File: src/rtl/aes_seq_pkg.sv
// Shared definitions for the AES vector sequencer: FSM state codes, default
// bus widths and the idle-scrambler LFSR constants and step function.
package aes_seq_pkg;

    localparam int DATA_W_DEF = 128;
    localparam int KEY_W_DEF  = 128;

    typedef logic [2:0] state_t;

    localparam state_t ST_IDLE  = 3'd0;
    localparam state_t ST_ISSUE = 3'd1;
    localparam state_t ST_WAIT  = 3'd2;
    localparam state_t ST_CHECK = 3'd3;
    localparam state_t ST_GAP   = 3'd4;
    localparam state_t ST_DONE  = 3'd5;

    // Fibonacci LFSR, taps 32,22,2,1 -> bit positions 31,21,1,0
    localparam logic [31:0] LFSR_SEED = 32'hACE1_2024;
    localparam logic [31:0] LFSR_TAPS = 32'h8020_0003;

    function automatic logic [31:0] lfsr_next(input logic [31:0] cur);
        return {cur[30:0], ^(cur & LFSR_TAPS)};
    endfunction

endpackage

File: src/rtl/aes_seq_vec_mem.sv
// Vector slot storage: NUM_VEC entries of {plaintext, key, expected}.
// One synchronous write port, one asynchronous read port. Not reset, so
// programmed vectors survive a sequencer reset.
module aes_seq_vec_mem
    import aes_seq_pkg::*;
#(
    parameter int DATA_W  = DATA_W_DEF,
    parameter int KEY_W   = KEY_W_DEF,
    parameter int NUM_VEC = 4,
    parameter int IDX_W   = $clog2(NUM_VEC)
) (
    input  logic              clk,
    input  logic              wr_en,
    input  logic [IDX_W-1:0]  wr_idx,
    input  logic [DATA_W-1:0] wr_pt,
    input  logic [KEY_W-1:0]  wr_key,
    input  logic [DATA_W-1:0] wr_exp,
    input  logic [IDX_W-1:0]  rd_idx,
    output logic [DATA_W-1:0] rd_pt,
    output logic [KEY_W-1:0]  rd_key,
    output logic [DATA_W-1:0] rd_exp
);

    localparam int ENT_W = 2 * DATA_W + KEY_W;

    logic [ENT_W-1:0] mem_r [NUM_VEC];

    // Write one slot; gating against a running sequence is done by the caller
    always_ff @(posedge clk) begin
        if (wr_en) begin
            mem_r[wr_idx] <= {wr_pt, wr_key, wr_exp};
        end
    end

    assign {rd_pt, rd_key, rd_exp} = mem_r[rd_idx];

endmodule

File: src/rtl/aes_vector_sequencer.sv
// Programmable stimulus/checker in front of AES_top. Steps through the vector
// slots, holds AES_en for EN_HOLD cycles, captures the first result per vector,
// compares it and keeps saturating pass/fail/timeout counts.
// Optional build macro AES_SEQ_IDLE_SCRAMBLE_EN: drive an LFSR pattern onto
// AES_data_in during GAP instead of zero.
module aes_vector_sequencer
    import aes_seq_pkg::*;
#(
    parameter int DATA_W  = DATA_W_DEF,
    parameter int KEY_W   = KEY_W_DEF,
    parameter int NUM_VEC = 4,
    parameter int IDX_W   = $clog2(NUM_VEC),
    parameter int EN_HOLD = 51,
    parameter int GAP     = 15,
    parameter int TIMEOUT = 256,
    parameter int CNT_W   = 16
) (
    input  logic              AES_clk,
    input  logic              AES_rst,
    input  logic              start,
    input  logic              stop,
    input  logic              loop_mode,
    input  logic              vec_wr_en,
    input  logic [IDX_W-1:0]  vec_wr_idx,
    input  logic [DATA_W-1:0] vec_wr_pt,
    input  logic [KEY_W-1:0]  vec_wr_key,
    input  logic [DATA_W-1:0] vec_wr_exp,
    output logic              AES_en,
    output logic [DATA_W-1:0] AES_data_in,
    output logic [KEY_W-1:0]  AES_key_in,
    input  logic [DATA_W-1:0] AES_data_out,
    input  logic              AES_data_out_valid,
    output logic              busy,
    output logic              done,
    output logic [IDX_W-1:0]  cur_idx,
    output logic [DATA_W-1:0] last_result,
    output logic [CNT_W-1:0]  pass_cnt,
    output logic [CNT_W-1:0]  fail_cnt,
    output logic [CNT_W-1:0]  tmo_cnt
);

    localparam int TMR_W = $clog2(TIMEOUT + 1);
    localparam int GAP_W = $clog2(GAP + 2);

    state_t            state_r, state_nxt_s, exit_state_s, leave_state_s;
    logic [IDX_W-1:0]  idx_r, idx_nxt_s, idx_inc_s, exit_idx_s, leave_idx_s;
    logic [TMR_W-1:0]  tmr_r;
    logic [GAP_W-1:0]  gap_cnt_r;
    logic              captured_r, loop_r, stop_pend_r;
    logic              last_s, stop_any_s, capture_s, enter_issue_s, busy_st_s;
    logic              pass_inc_s, fail_inc_s, tmo_inc_s;
    logic [DATA_W-1:0] exp_r, last_result_r, data_in_r, gap_data_s;
    logic [KEY_W-1:0]  key_in_r;
    logic              aes_en_r, busy_r, done_r;
    logic [CNT_W-1:0]  pass_cnt_r, fail_cnt_r, tmo_cnt_r;
    logic [DATA_W-1:0] rd_pt_s, rd_exp_s;
    logic [KEY_W-1:0]  rd_key_s;

    // Memory is read at the slot about to be issued, so the bus registers can
    // be loaded on the same edge that enters ISSUE.
    aes_seq_vec_mem #(
        .DATA_W (DATA_W),
        .KEY_W  (KEY_W),
        .NUM_VEC(NUM_VEC),
        .IDX_W  (IDX_W)
    ) u_mem (
        .clk   (AES_clk),
        .wr_en (vec_wr_en & ~busy_st_s),
        .wr_idx(vec_wr_idx),
        .wr_pt (vec_wr_pt),
        .wr_key(vec_wr_key),
        .wr_exp(vec_wr_exp),
        .rd_idx(idx_nxt_s),
        .rd_pt (rd_pt_s),
        .rd_key(rd_key_s),
        .rd_exp(rd_exp_s)
    );

    assign busy_st_s     = (state_r == ST_ISSUE) || (state_r == ST_WAIT) ||
                           (state_r == ST_CHECK) || (state_r == ST_GAP);
    assign enter_issue_s = (state_nxt_s == ST_ISSUE) && (state_r != ST_ISSUE);

    // End-of-vector routing: where to go after GAP, and where to go after
    // CHECK/timeout (straight to the GAP exit target when GAP is zero)
    always_comb begin
        last_s     = (idx_r == IDX_W'(NUM_VEC - 1));
        stop_any_s = stop_pend_r | stop;
        if (last_s) begin
            idx_inc_s = {IDX_W{1'b0}};
        end else begin
            idx_inc_s = idx_r + IDX_W'(1);
        end
        if (stop_any_s || (last_s && !loop_r)) begin
            exit_state_s = ST_DONE;
            exit_idx_s   = idx_r;
        end else begin
            exit_state_s = ST_ISSUE;
            exit_idx_s   = idx_inc_s;
        end
        if (GAP != 0) begin
            leave_state_s = ST_GAP;
            leave_idx_s   = idx_r;
        end else begin
            leave_state_s = exit_state_s;
            leave_idx_s   = exit_idx_s;
        end
    end

    // Main sequencing FSM: next state, slot index, capture and count strobes
    always_comb begin
        state_nxt_s = state_r;
        idx_nxt_s   = idx_r;
        capture_s   = 1'b0;
        pass_inc_s  = 1'b0;
        fail_inc_s  = 1'b0;
        tmo_inc_s   = 1'b0;
        case (state_r)
            ST_IDLE: begin
                if (start) begin
                    state_nxt_s = ST_ISSUE;
                    idx_nxt_s   = {IDX_W{1'b0}};
                end else begin
                    state_nxt_s = ST_IDLE;
                end
            end
            ST_ISSUE: begin
                capture_s = AES_data_out_valid & ~captured_r;
                if (tmr_r == TMR_W'(EN_HOLD - 1)) begin
                    if (captured_r || AES_data_out_valid) begin
                        state_nxt_s = ST_CHECK;
                    end else begin
                        state_nxt_s = ST_WAIT;
                    end
                end else begin
                    state_nxt_s = ST_ISSUE;
                end
            end
            ST_WAIT: begin
                capture_s = AES_data_out_valid;
                if (AES_data_out_valid) begin
                    state_nxt_s = ST_CHECK;
                end else if (tmr_r == TMR_W'(TIMEOUT - 1)) begin
                    tmo_inc_s   = 1'b1;
                    state_nxt_s = leave_state_s;
                    idx_nxt_s   = leave_idx_s;
                end else begin
                    state_nxt_s = ST_WAIT;
                end
            end
            ST_CHECK: begin
                if (last_result_r == exp_r) begin
                    pass_inc_s = 1'b1;
                end else begin
                    fail_inc_s = 1'b1;
                end
                state_nxt_s = leave_state_s;
                idx_nxt_s   = leave_idx_s;
            end
            ST_GAP: begin
                if (gap_cnt_r == GAP_W'(GAP - 1)) begin
                    state_nxt_s = exit_state_s;
                    idx_nxt_s   = exit_idx_s;
                end else begin
                    state_nxt_s = ST_GAP;
                end
            end
            ST_DONE: begin
                state_nxt_s = ST_IDLE;
            end
            default: begin
                state_nxt_s = ST_IDLE;
            end
        endcase
    end

`ifdef AES_SEQ_IDLE_SCRAMBLE_EN
    logic [31:0] lfsr_r;

    // Idle scrambler: advances once per GAP cycle, otherwise holds
    always_ff @(posedge AES_clk) begin
        if (AES_rst) begin
            lfsr_r <= LFSR_SEED;
        end else if (state_nxt_s == ST_GAP) begin
            lfsr_r <= lfsr_next(lfsr_r);
        end
    end

    // Replicate the 32-bit LFSR word across the whole data bus
    always_comb begin
        gap_data_s = {DATA_W{1'b0}};
        for (int i = 0; i < DATA_W; i++) begin
            gap_data_s[i] = lfsr_r[i % 32];
        end
    end
`else
    assign gap_data_s = {DATA_W{1'b0}};
`endif

    // FSM state, slot index, cycle timers and per-run control flags
    always_ff @(posedge AES_clk) begin
        if (AES_rst) begin
            state_r     <= ST_IDLE;
            idx_r       <= {IDX_W{1'b0}};
            tmr_r       <= {TMR_W{1'b0}};
            gap_cnt_r   <= {GAP_W{1'b0}};
            captured_r  <= 1'b0;
            loop_r      <= 1'b0;
            stop_pend_r <= 1'b0;
        end else begin
            state_r <= state_nxt_s;
            idx_r   <= idx_nxt_s;
            if (enter_issue_s) begin
                tmr_r <= {TMR_W{1'b0}};
            end else if ((state_r == ST_ISSUE) || (state_r == ST_WAIT)) begin
                tmr_r <= tmr_r + TMR_W'(1);
            end
            if (state_r == ST_GAP) begin
                gap_cnt_r <= gap_cnt_r + GAP_W'(1);
            end else begin
                gap_cnt_r <= {GAP_W{1'b0}};
            end
            if (enter_issue_s) begin
                captured_r <= 1'b0;
            end else if (capture_s) begin
                captured_r <= 1'b1;
            end
            if ((state_r == ST_IDLE) && start) begin
                loop_r      <= loop_mode;
                stop_pend_r <= 1'b0;
            end else if (busy_st_s && stop) begin
                stop_pend_r <= 1'b1;
            end
        end
    end

    // Result capture and saturating pass/fail/timeout counters
    always_ff @(posedge AES_clk) begin
        if (AES_rst) begin
            last_result_r <= {DATA_W{1'b0}};
            pass_cnt_r    <= {CNT_W{1'b0}};
            fail_cnt_r    <= {CNT_W{1'b0}};
            tmo_cnt_r     <= {CNT_W{1'b0}};
        end else begin
            if (capture_s) begin
                last_result_r <= AES_data_out;
            end
            if ((state_r == ST_IDLE) && start) begin
                pass_cnt_r <= {CNT_W{1'b0}};
                fail_cnt_r <= {CNT_W{1'b0}};
                tmo_cnt_r  <= {CNT_W{1'b0}};
            end else begin
                if (pass_inc_s && (pass_cnt_r != {CNT_W{1'b1}})) begin
                    pass_cnt_r <= pass_cnt_r + CNT_W'(1);
                end
                if (fail_inc_s && (fail_cnt_r != {CNT_W{1'b1}})) begin
                    fail_cnt_r <= fail_cnt_r + CNT_W'(1);
                end
                if (tmo_inc_s && (tmo_cnt_r != {CNT_W{1'b1}})) begin
                    tmo_cnt_r <= tmo_cnt_r + CNT_W'(1);
                end
            end
        end
    end

    // Registered AES bus and status outputs, decoded from the next state
    always_ff @(posedge AES_clk) begin
        if (AES_rst) begin
            aes_en_r  <= 1'b0;
            busy_r    <= 1'b0;
            done_r    <= 1'b0;
            data_in_r <= {DATA_W{1'b0}};
            key_in_r  <= {KEY_W{1'b0}};
            exp_r     <= {DATA_W{1'b0}};
        end else begin
            aes_en_r <= (state_nxt_s == ST_ISSUE);
            busy_r   <= (state_nxt_s == ST_ISSUE) || (state_nxt_s == ST_WAIT) ||
                        (state_nxt_s == ST_CHECK) || (state_nxt_s == ST_GAP);
            done_r   <= (state_nxt_s == ST_DONE);
            if (enter_issue_s) begin
                data_in_r <= rd_pt_s;
                key_in_r  <= rd_key_s;
                exp_r     <= rd_exp_s;
            end else if (state_nxt_s == ST_GAP) begin
                data_in_r <= gap_data_s;
            end else if ((state_nxt_s == ST_IDLE) || (state_nxt_s == ST_DONE)) begin
                data_in_r <= {DATA_W{1'b0}};
            end
        end
    end

    assign AES_en      = aes_en_r;
    assign AES_data_in = data_in_r;
    assign AES_key_in  = key_in_r;
    assign busy        = busy_r;
    assign done        = done_r;
    assign cur_idx     = idx_r;
    assign last_result = last_result_r;
    assign pass_cnt    = pass_cnt_r;
    assign fail_cnt    = fail_cnt_r;
    assign tmo_cnt     = tmo_cnt_r;

endmodule

File: config.mk
export PLATFORM = sky130hd
export DESIGN_NAME = aes_vector_sequencer
export DESIGN_NICKNAME = d
export VERILOG_FILES = /design/src/rtl/aes_seq_pkg.sv /design/src/rtl/aes_seq_vec_mem.sv /design/src/rtl/aes_vector_sequencer.sv
export SDC_FILE = /design/constraint.sdc
export NUM_CORES = 2
export LEC_CHECK = 0
export ABC_CLOCK_PERIOD_IN_PS = 46300
export CORE_ASPECT_RATIO = 1.25
export CORE_MARGIN = 3
export CORE_UTILIZATION = 35
export CTS_BUF_LIST = sky130_fd_sc_hd__clkbuf_8
export CTS_CLUSTER_DIAMETER = 100
export CTS_CLUSTER_SIZE = 16
export DETAILED_ROUTE_END_ITERATION = 16
export PLACE_DENSITY_LB_ADDON = 0.05
export SYNTH_ARGS = -nofsm -noshare
export SYNTH_HDL_FRONTEND = slang
export SYNTH_HIERARCHICAL = 1
export SYNTH_SLANG_ARGS = --single-unit
File: constraint.sdc
create_clock -name AES_clk -period 46.3 [get_ports AES_clk]
set_clock_uncertainty 0.05 [all_clocks]
set_input_delay 11.575 -clock AES_clk [delete_from_list [all_inputs] [get_ports AES_clk]]
set_output_delay 11.575 -clock AES_clk [all_outputs]
set_load 0.005 [all_outputs]
==> results.txt <==
* Number of ports placed on the die boundary: 958
* Worst slew margin relative to its limit: 14.2%
- Largest net degree at the start of global routing: roughly 130
- Synthesis produced 4558 cells.
- Registers are responsible for 64.4% of the overall power.
* Number of antenna violations at the first check in global routing: roughly 110
- Hold is met by 404 ps.
- The number of nets in the synthesized netlist is 5088.
* Max Clock Freq: about 62 MHz
- The clock tree synthesis step divided the H-tree into 4 levels.
- Setup violations remaining at the end of the flow were counted as 0.
- The total area inside the core boundary comes to 222000 um2.
* Total chip power: 3.31 mW
- Count of flip-flops with a built-in enable after synthesis: 1536
* RSZ-0062 raised after global routing: no
* Area share of the largest cell type after synthesis: 58.9%
- Number of hold buffers added after CTS: 0
- The count of buffers added on input and output ports is 957.
- Post-CTS setup-driven buffer insertion count: 0
- The floorplan has 193 rows.
- Clock sinks: roughly 2100
* Switching Fraction: a little under a quarter
* Power Dens Cells: 35.4 nW/um2
- Counting flops and latches in the post-synthesis netlist gives 2121.
* Most common flop cell mapped by yosys: edfxtp_1
* First-pass GRT wire length: 340000 um
* Sequential element share of the synthesized area: approximately 74%
- Summing over every cut layer, the via total after detailed routing is between 40000 and 50000.
- Switching component of the power: 0.775 mW
- Pleak: 29.8 nW
- In the finished design, the share of the clock period the worst path needs comes to 34.9%.
* Post-cts sizing count: 0
* Worst hold-check path type: reg -> reg
- Number of non-filler instances in the completed layout: 8560
- Share of power burned in the clock network: ~28%
- For this run, the total global-route usage over all layers was measured as 20.5%.
- After synthesis the cells add up to 78300 um2.
* Half-perimeter wire length after placement: 155000 um
- Count of nets left with antenna violations after detail routing: 0
* Total placed cells including tap cells: 8241
- Yosys warns: 6
- Sort of element at the start of the critical path: input port
- Using the TritonRoute via totals, the vias-per-cell ratio works out to 5.04.
- Summing all flip-flop and latch instances after layout gives 57800 um2.
- Clock tree from TritonCTS: yes
- The largest total area in the synthesized netlist belongs to edfxtp_1.
- In the final routed layout, each cell accounts on average for 28.1 um.
- Number of buffers inserted during clock tree synthesis: 158
* DRC violations left: 0
- A synthesized cell averages ~17 um2.
- Root Buffer Master: clkbuf_8
* Total die area: 229000 um2
- Vias in the first global route: 43584
- No sink is reached through more buffers than the 4 on the longest clock path.
- At the worst endpoint, the arrival time is roughly 17000 ps.
* Max VDD drop: 0.0268 mV
* Final routed wirelength across all metal layers: 241000 um
* Max-cap viol count: 0
- For this configuration, the core starts out at a cell density of 35.3%.
- Number of search-and-repair iterations in the first detailed-routing pass: 5
- Endpoint class of the critical path: register
- The multi-input combinational cells in the finished layout cover a total of about 19000 um2.
* Layout overhead on the synthesized area: 19.5%
- Cells taking the most area after synthesis: edfxtp_1, dfxtp_1, mux4_1
* First DRT Iteration DRCs: around 2800
- Height of the chip: around 530 um
- Setup TNS: 0 ps
* Nets: approximately 6000
* Kind of critical path: in -> reg
* Max-slew violation count: 0
* Result of the run: complete, no violations
- FILL cells: slightly above 20000
- Count of cell types in the netlist: 56
* Min Tclk post-route: around 16000 ps
- Utilization after layout: 42.2%
- Most common library cells after synthesis: edfxtp_1, nand2_1, dfxtp_1, a21oi_1, mux4_1
- At the later pin of the worst-skew pair, clock insertion delay measures 960 ps.
- Horiz. Die Dim: about 430 um
- After clock tree synthesis, the clock-pin slew on the worst setup and hold paths is approximately 100 ps.
- Internal reg-to-reg setup slack: 40420 ps
- The total count of hold-check failures in the final report came to 0.
- Cells with a size suffix above 1 make up between 6 and 7% of the layout.
- Internal power comes to 2.53 mW.
- CP Data Required Time: 47060 ps
- In this run the worst path has a maximum fanout of 94.
- Transition time at the pin with the least slew margin: between 1000 and 1500 ps
* Share of power burned in combinational logic: 7.2%
* Global route total overflow: 0
- Routability congestion estimate: 0.854
- Most common cell in the synthesized netlist: edfxtp_1
* Synth async-reset ratio: 0%
==> power groups by stage <==
stage,Combinational (mW),Sequential [mW],Clock (mW)
6_report,0.239,2.13,0.939
5_1_grt,0.257,2.14,1.06
4_1_cts,0.246,2.13,0.992
3_5_place_dp,0.245,2.17,0
3_3_place_gp,0.243,2.17,0
2_1_floorplan,0.0858,2.19,0
==> flip-flops by register name, summed over array words and instances (netlist names), 5 cells and up <==
register     count
u_mem/mem_r   1536
exp_r          128
pass_cnt        16
AES_data_in    128
tmo_cnt         16
AES_key_in     128
gap_cnt_r        5
fail_cnt        16
last_result    128
tmr_r            9
==> metrics by stage <==
step / instance area (um2) / setup slack (ps)
floorplan: 78300 / 5100
global placement: 90700 / 29070
detailed placement: 90700 / 29030
CTS: 93400 / 30120
global route: 93400 / 29780
finish: 93500 / 30150
==> worst max-delay path, stage by stage <==
cell	delay (ps)
clkdlybuf4s50_1	470
a2111oi_4	400
nand3_1	290
nor3_1	260
a21o_4	600
buf_12	540
buf_12	660
buf_4	840
mux4_1	650
a22o_1	220
==> worst paths after layout <==
path                  startpoint               to  cells past startpoint
setup / recovery            stop  AES_data_in[87]                     10
hold / removal    AES_key_in[36]   AES_key_in[36]                      2
setup reg to reg    gap_cnt_r[0]  AES_data_in[87]                     12
hold reg to reg   AES_key_in[36]   AES_key_in[36]                      2
==> logic make-up after synthesis <==
logic type / synth area share [%]
buffers and inverters: 1.85
muxes: 12.3
DFF: 73.9
xor gates and xnor gates: 1.72
adders and majority gates: 0.144
and+or+nand+nor: 5.58
AOI/OAI and AO/OA: 4.50
==> placed cells by master (no fill, tap or decap), types with 8 or more instances in the layout <==
| cell | instances |
|---|---|
| and3_1 | 16 |
| mux4_1 | 253 |
| a22o_1 | 127 |
| nand3_1 | 25 |
| inv_1 | 111 |
| clkdlybuf4s50_1 | 956 |
| dfxtp_1 | 585 |
| nand4_1 | 42 |
| edfxtp_1 | 1536 |
| ha_1 | 9 |
| buf_12 | 9 |
| xor2_1 | 16 |
| or4_1 | 18 |
| nand2_1 | 812 |
| o21ai_0 | 15 |
| a21oi_1 | 401 |
| nor2_1 | 49 |
| o211ai_1 | 14 |
| diode_2 | 53 |
| clkbuf_8 | 159 |
| nor4_1 | 8 |
| or3_1 | 22 |
| xnor2_1 | 138 |
| mux4_2 | 131 |
| buf_4 | 52 |
==> cell type report <==
type / count / area share [%]
sequential: 2121 / 61.9
antenna: 53 / 0.142
timing repair buffer: 1018 / 10.9
clock buffer: 159 / 2.34
inverter: 9 / 0.0361
clock inverter: 107 / 0.475
tap: 2925 / 3.91
multi-input combinational: 2168 / 20.4
==> per-layer routing <==
metal	GRT usage, %	share of wire (%)	wire length (um)
met2	33.9	48	115000
met4	7.91	3.9	9490
met3	6.95	8.5	20300
met1	24.9	39	94800
met5	0	0.18	431
No activity file was read; power rests on OpenSTA's default activity.
